**config.mk**
```make
export PLATFORM = sky130hd
export DESIGN_NAME = flush_fifo
export DESIGN_NICKNAME = d
export VERILOG_FILES = /design/src/rtl/fifo_pkg.sv /design/src/rtl/fifo_ptr.sv /design/src/rtl/flush_fifo.sv
export SDC_FILE = /design/constraint.sdc
export NUM_CORES = 1
export LEC_CHECK = 0
export ABC_AREA = 1
export CORE_MARGIN = 3
export CORE_UTILIZATION = 35
export DETAILED_ROUTE_END_ITERATION = 12
export PLACE_DENSITY = 0.55
export SETUP_SLACK_MARGIN = 0.15
export SYNTH_ARGS = -nofsm -noshare
export SYNTH_HDL_FRONTEND = slang
export SYNTH_SLANG_ARGS = --single-unit
```
**constraint.sdc**
```tcl
create_clock -name clk -period 6.15 [get_ports clk]
set_input_delay 1.845 -clock clk [delete_from_list [all_inputs] [get_ports clk]]
set_output_delay 1.845 -clock clk [all_outputs]
set_load 0.005 [all_outputs]
```
**src/rtl/fifo_pkg.sv**
```systemverilog
// Shared FIFO types: count-width helper, default count type and the status bundle
// reused by queue wrappers.
package fifo_pkg;

  function automatic int unsigned cnt_width(input int unsigned depth);
    return $clog2(depth) + 1;
  endfunction

  localparam int unsigned DEFAULT_DEPTH = 16;
  localparam int unsigned DEFAULT_CNT_W = cnt_width(DEFAULT_DEPTH);

  typedef logic [DEFAULT_CNT_W-1:0] fifo_cnt_t;

  typedef struct packed {
    logic full;
    logic empty;
    logic almost_full;
    logic overflow;
    logic underflow;
  } fifo_status_t;

endpackage

```
**src/rtl/fifo_ptr.sv**
```systemverilog
// Wrap-bit circular pointer: synchronous reset, clear (flush) has priority over increment.
module fifo_ptr #(
  parameter int unsigned PW = 5
) (
  input  logic          clk,
  input  logic          rst,
  input  logic          clr_i,
  input  logic          inc_i,
  output logic [PW-1:0] ptr_o
);

  logic [PW-1:0] ptr_q, ptr_d;

  always_comb begin
    ptr_d = ptr_q;
    if (clr_i)      ptr_d = '0;
    else if (inc_i) ptr_d = ptr_q + PW'(1);
  end

  always_ff @(posedge clk) begin
    if (rst) ptr_q <= '0;
    else     ptr_q <= ptr_d;
  end

  assign ptr_o = ptr_q;

endmodule

```
**src/rtl/flush_fifo.sv**
```systemverilog
// Show-ahead circular FIFO with single-cycle flush, almost-full and sticky error flags.
// Optional empty-FIFO bypass enabled by defining FLUSH_FIFO_BYPASS_EN.
module flush_fifo
  import fifo_pkg::*;
#(
  parameter int unsigned WIDTH      = 32,
  parameter int unsigned DEPTH      = 16,
  parameter int unsigned AF_SLACK   = 2,
  parameter int unsigned ADDR_WIDTH = $clog2(DEPTH)
) (
  input  logic                  clk,
  input  logic                  rst,
  input  logic                  flush,
  input  logic                  enq,
  input  logic [WIDTH-1:0]      data_in,
  input  logic                  deq,
  output logic [WIDTH-1:0]      data_out,
  output logic                  full,
  output logic                  empty,
  output logic                  almost_full,
  output logic [ADDR_WIDTH:0]   count,
  output logic                  overflow,
  output logic                  underflow
);

  localparam int unsigned CNT_W = cnt_width(DEPTH);

  if (DEPTH < 2 || (DEPTH & (DEPTH - 1)) != 0) begin : g_bad_depth
    $error("flush_fifo: DEPTH must be a power of two >= 2");
  end
  if (AF_SLACK >= DEPTH) begin : g_bad_slack
    $error("flush_fifo: AF_SLACK must be in 0..DEPTH-1");
  end
  if (ADDR_WIDTH != $clog2(DEPTH) || CNT_W != ADDR_WIDTH + 1) begin : g_bad_aw
    $error("flush_fifo: ADDR_WIDTH is derived from DEPTH and must not be overridden");
  end

  logic [WIDTH-1:0]    mem [DEPTH];
  logic [ADDR_WIDTH:0] head, tail;
  logic                full_c, empty_c, bypass_c;
  logic                enq_fire_c, deq_fire_c;
  logic                ovf_q, ovf_d, unf_q, unf_d;
  fifo_status_t        status_c;

  fifo_ptr #(.PW(ADDR_WIDTH + 1)) u_head (
    .clk   (clk),
    .rst   (rst),
    .clr_i (flush),
    .inc_i (deq_fire_c),
    .ptr_o (head)
  );

  fifo_ptr #(.PW(ADDR_WIDTH + 1)) u_tail (
    .clk   (clk),
    .rst   (rst),
    .clr_i (flush),
    .inc_i (enq_fire_c),
    .ptr_o (tail)
  );

  assign empty_c = (head == tail);
  assign full_c  = (head[ADDR_WIDTH-1:0] == tail[ADDR_WIDTH-1:0]) &&
                   (head[ADDR_WIDTH] != tail[ADDR_WIDTH]);

`ifdef FLUSH_FIFO_BYPASS_EN
  // Push and pop against an empty queue pass straight through without touching storage.
  assign bypass_c = empty_c & enq & deq & ~flush;
`else
  assign bypass_c = 1'b0;
`endif

  assign enq_fire_c = enq & ~full_c & ~flush & ~bypass_c;
  assign deq_fire_c = deq & ~empty_c & ~flush;

  always_ff @(posedge clk) begin
    if (enq_fire_c) mem[tail[ADDR_WIDTH-1:0]] <= data_in;
  end

  always_comb begin
    ovf_d = ovf_q | (enq & full_c & ~flush);
    unf_d = unf_q | (deq & empty_c & ~flush & ~bypass_c);
  end

  always_ff @(posedge clk) begin
    if (rst) begin
      ovf_q <= 1'b0;
      unf_q <= 1'b0;
    end else begin
      ovf_q <= ovf_d;
      unf_q <= unf_d;
    end
  end

  assign count = tail - head;

  always_comb begin
    status_c             = '0;
    status_c.full        = full_c;
    status_c.empty       = empty_c;
    status_c.almost_full = (count >= CNT_W'(DEPTH - AF_SLACK));
    status_c.overflow    = ovf_q;
    status_c.underflow   = unf_q;
  end

  assign data_out    = bypass_c ? data_in : mem[head[ADDR_WIDTH-1:0]];
  assign full        = status_c.full;
  assign empty       = status_c.empty;
  assign almost_full = status_c.almost_full;
  assign overflow    = status_c.overflow;
  assign underflow   = status_c.underflow;

endmodule
```
==> results.yml <==
status:
  run_status: "finished clean"
timing:
  min_period_over_period_pct: 88.12
  slew_viol_final: 0
  min_period_ns: 5.419
  setup_repair_after_global_routing_missed_its_margin: "no"
  timing.max_slew.rel_slack_pct: 21.03
  finalHoldViolations: 0
  tightestPinTransition_ns: 1.185
  minimum_setup_slack_in_the_final_design_ns: 0.7308
  clock-skew-final_ns: 0.02557
  fmax_ghz: 0.1845
  finalSetupViolations: 0
  setup_tns_ns: 0
critical_path:
  critical_path.cell_chain: "inv_4 > buf_4 > nand3_1 > nand3_1 > nand3_1 > nand2_1 > clkdlybuf4s50_1"
  cp_common_cell: "nand3_1"
  crit_fanout: 86
  worst_path_dominant_cell_family: "buffers and inverters"
  timing.critical_path.slowest_stage_cell: "inv_4"
  cp-end-kind: "output pin"
  startpoint_kind_of_the_worst_setup_timing_path: "flip-flop"
  r2r_start: "u_head.ptr_o[2]$_SDFFE_PP0P_"
  arr_time_crit_path_ns: 3.57
  worst_r2r_endpoint: "mem[3][2]$_DFFE_PP_"
  regToRegSetupSlack_ns: 3.17
  required_ns: 4.30
  timing.critical_path.buf_inv: 3
  worstRegToRegCells: 8
  cp_slowest_stage_delay_ns: 0.91
  worstSetupPathType: "flip-flop to output pin"
clocking:
  cts.hold.buffers_added: 0
  tritoncts_buffer_count: 53
  clockBufferDepth: 3
  setup_bufs_post_cts: 0
  source_to_sink_clock_delay_at_the_later_pin_of_the_worst_skew_pair_ns: 0.60
  tritoncts: "yes"
  htreeDepth: 2
  clkSinkCount: 528
  cts.clk_slew.worst_paths_ns: 0.06
  cts_resized: 0
  root_buffer: "clkbuf_16"
place:
  dp_hpwl_um: 29690
  gpl_wtd_cong: 0.7721
  buffer_ports.inserted: 78
  dp_cells: 3083
  placement_setup_slack_ns: 1.301
synthesis:
  yosys_register_bits: 528
  synthDistinctLibCells: 29
  synthesis.area_um2: 23060
  synth_sequential_area_ratio_pct: 68.06
  synthesis.nets: 2267
  synth_area_leader_cell: "edfxtp_1"
  ys_warn_count: 0
  syn_avg_cell_area_um2: 10.39
  synth_area_leaders: "edfxtp_1 (67%), nand2_1 (12%), nand3_1 (8.7%)"
  post_synth_inst_count: 2220
  top_cell_type_s_share_of_synthesized_area_pct: 66.67
die:
  fp.dieW_um: 262.7
  die_height_um: 262.7
  start_util_pct: 35.58
  design.core.area_um2: 64810
  ios: 79
  floorplan.die_area_um2: 69000
  num_rows: 93
pwr:
  pwr_density_cell_nw_per_um2: 274.8
  peakVddDrop_mv: 0.1602
  p_leak_nw: 10.83
worst_hold_path:
  worst_hold_path_type: "flip-flop to flip-flop"
  holdPathEnd: "underflow$_SDFF_PP0_"
  hold_path_startpoint: "underflow$_SDFF_PP0_"
  hold_depth: 2
route:
  vias_per_cell: 4.736
  drt_wl_total_um: 57170
  route.vias.total: 15060
  detailedRoute.firstIterationViolations: 1270
  routed_len_inst_um: 17.98
  detail-route-antenna-nets: 0
  drtPass1Iterations: 5
  post-route-drc-count: 0
final_layout:
  instances_no_fill: 3180
  design.final.nets: 2330
  num-fill-cells: 6114
  antenna_cells: 0
  post_route_cells_drive_above_1_share_pct: 6.237
  area_delta_synth_final_pct: 14.07
run:
  max_cap_viol_count: 0
global_route:
  grt_max_degree: 206
  overflow: 0
  grt.total_usage_pct: 16.32
  first_global_vias: 14730
  number_of_antenna_violations_at_the_first_check_in_global_routing: 0
  grt_first_pass_wirelength_um: 87640
power by group:
part	total [mW]	switching (mW)	internal [mW]
clock network	3.11	1.34	1.76
registers	3.96	0.00412	3.96
logic	0.162	0.104	0.0584
total	7.23	1.45	5.78
layout by cell type, fill, tap and decap left out, types with 2 or more instances in the layout:
cell type / Yosys / final
nor3_2: 1 / 11
buf_12: 0 / 4
buf_4: 18 / 35
a21oi_1: 14 / 14
xor2_1: 3 / 3
edfxtp_1: 512 / 512
clkinv_1: 1 / 19
ha_1: 9 / 9
nand2_2: 2 / 2
clkinv_2: 0 / 12
inv_1: 407 / 405
nor2_4: 1 / 4
bufinv_16: 0 / 4
nand2_4: 3 / 3
clkbuf_16: 0 / 54
dfxtp_4: 0 / 3
nand4_1: 5 / 5
nand2_1: 710 / 710
clkinvlp_4: 0 / 2
dfxtp_1: 16 / 12
inv_2: 2 / 3
nor2_1: 7 / 4
clkdlybuf4s50_1: 0 / 78
nand3_1: 401 / 401
clkbuf_1: 19 / 5
through the flow:
stage          total power, mW  instance area, µm²  utilization [%]  hold slack [ns]
5_1_grt                  7.453               26310            40.59           0.4827
3_3_place_gp             4.198               24650            38.03           0.4443
4_1_cts                  7.303               26310            40.59           0.4635
2_1_floorplan            4.092               23060                -           0.4405
6_report                 7.229               26310            40.59           0.4639
3_5_place_dp             4.201               24650            38.03           0.4459
kinds of logic (layout without fill, tap and decap cells):
| family | after synthesis | after routing | share of synthesized area, % |
|---|---|---|---|
| simple gates | 1144 | 1144 | 21.13 |
| flops | 528 | 528 | 68.06 |
| buf+inv | 520 | 625 | 9.793 |
| compound gates | 15 | 15 | 0.3255 |
| fa+ha+maj | 10 | 10 | 0.5751 |
| xor+xnor | 3 | 3 | 0.1140 |
area by class of cell:
type | instances | area, µm² | area share (%)
inverters | 411 | 1550 | 5.893
well taps | 855 | 1070 | 4.067
repair buffers | 117 | 1124 | 4.271
clock inverters | 38 | 287.8 | 1.094
flip-flops and latches | 528 | 15710 | 59.71
clock buffers | 59 | 1370 | 5.208
multi-input cells | 1172 | 5196 | 19.75
cell usage after synthesis, drive strengths merged:
master and n:
dfxtp 16, nor3 12, nand2 715, nor3b 1
fa 1, nand4 5, clkinv 1, nand3 401
o21ai 1, clkbuf 19, buf 90, nor2 9
nand3b 1, xor2 3, a21oi 14, inv 410
edfxtp 512, ha 9
sequential cells by signal (all words and copies together), names as in the netlist, named ones only:
signal and cells:
overflow 1, underflow 1, u_head.ptr_o 5, u_tail.ptr_o 5, mem 512
worst max-delay path by stage:
stage               from             endpoint  slack, ns  depth (start not counted)
6_report       flip-flop         data_out[16]       0.73                          7
5_1_grt        flip-flop         data_out[17]       0.53                          7
4_1_cts        flip-flop         data_out[17]       0.67                          7
3_5_place_dp   flip-flop         data_out[17]       1.30                          7
3_3_place_gp   flip-flop         data_out[16]       1.29                          7
2_1_floorplan        enq  mem[7][0]$_DFFE_PP_       1.03                          4
worst min-delay path: stages, from the launching register on:
cell	delay (ns)
dfxtp_1	0.31
inv_1	0.05
a21oi_1	0.06
metal layers:
| layer | vias up | track usage [%] | wire [µm] |
|---|---|---|---|
| met1 | 7322 | 22.43 | 26070 |
| met4 | 0 | 5.259 | 1513 |
| met5 | - | 0 | 0 |
| li1 | 7291 | - | - |
| met2 | 351 | 26.95 | 26830 |
| met3 | 97 | 2.088 | 2757 |
No activity file was read; power rests on OpenSTA's default activity.
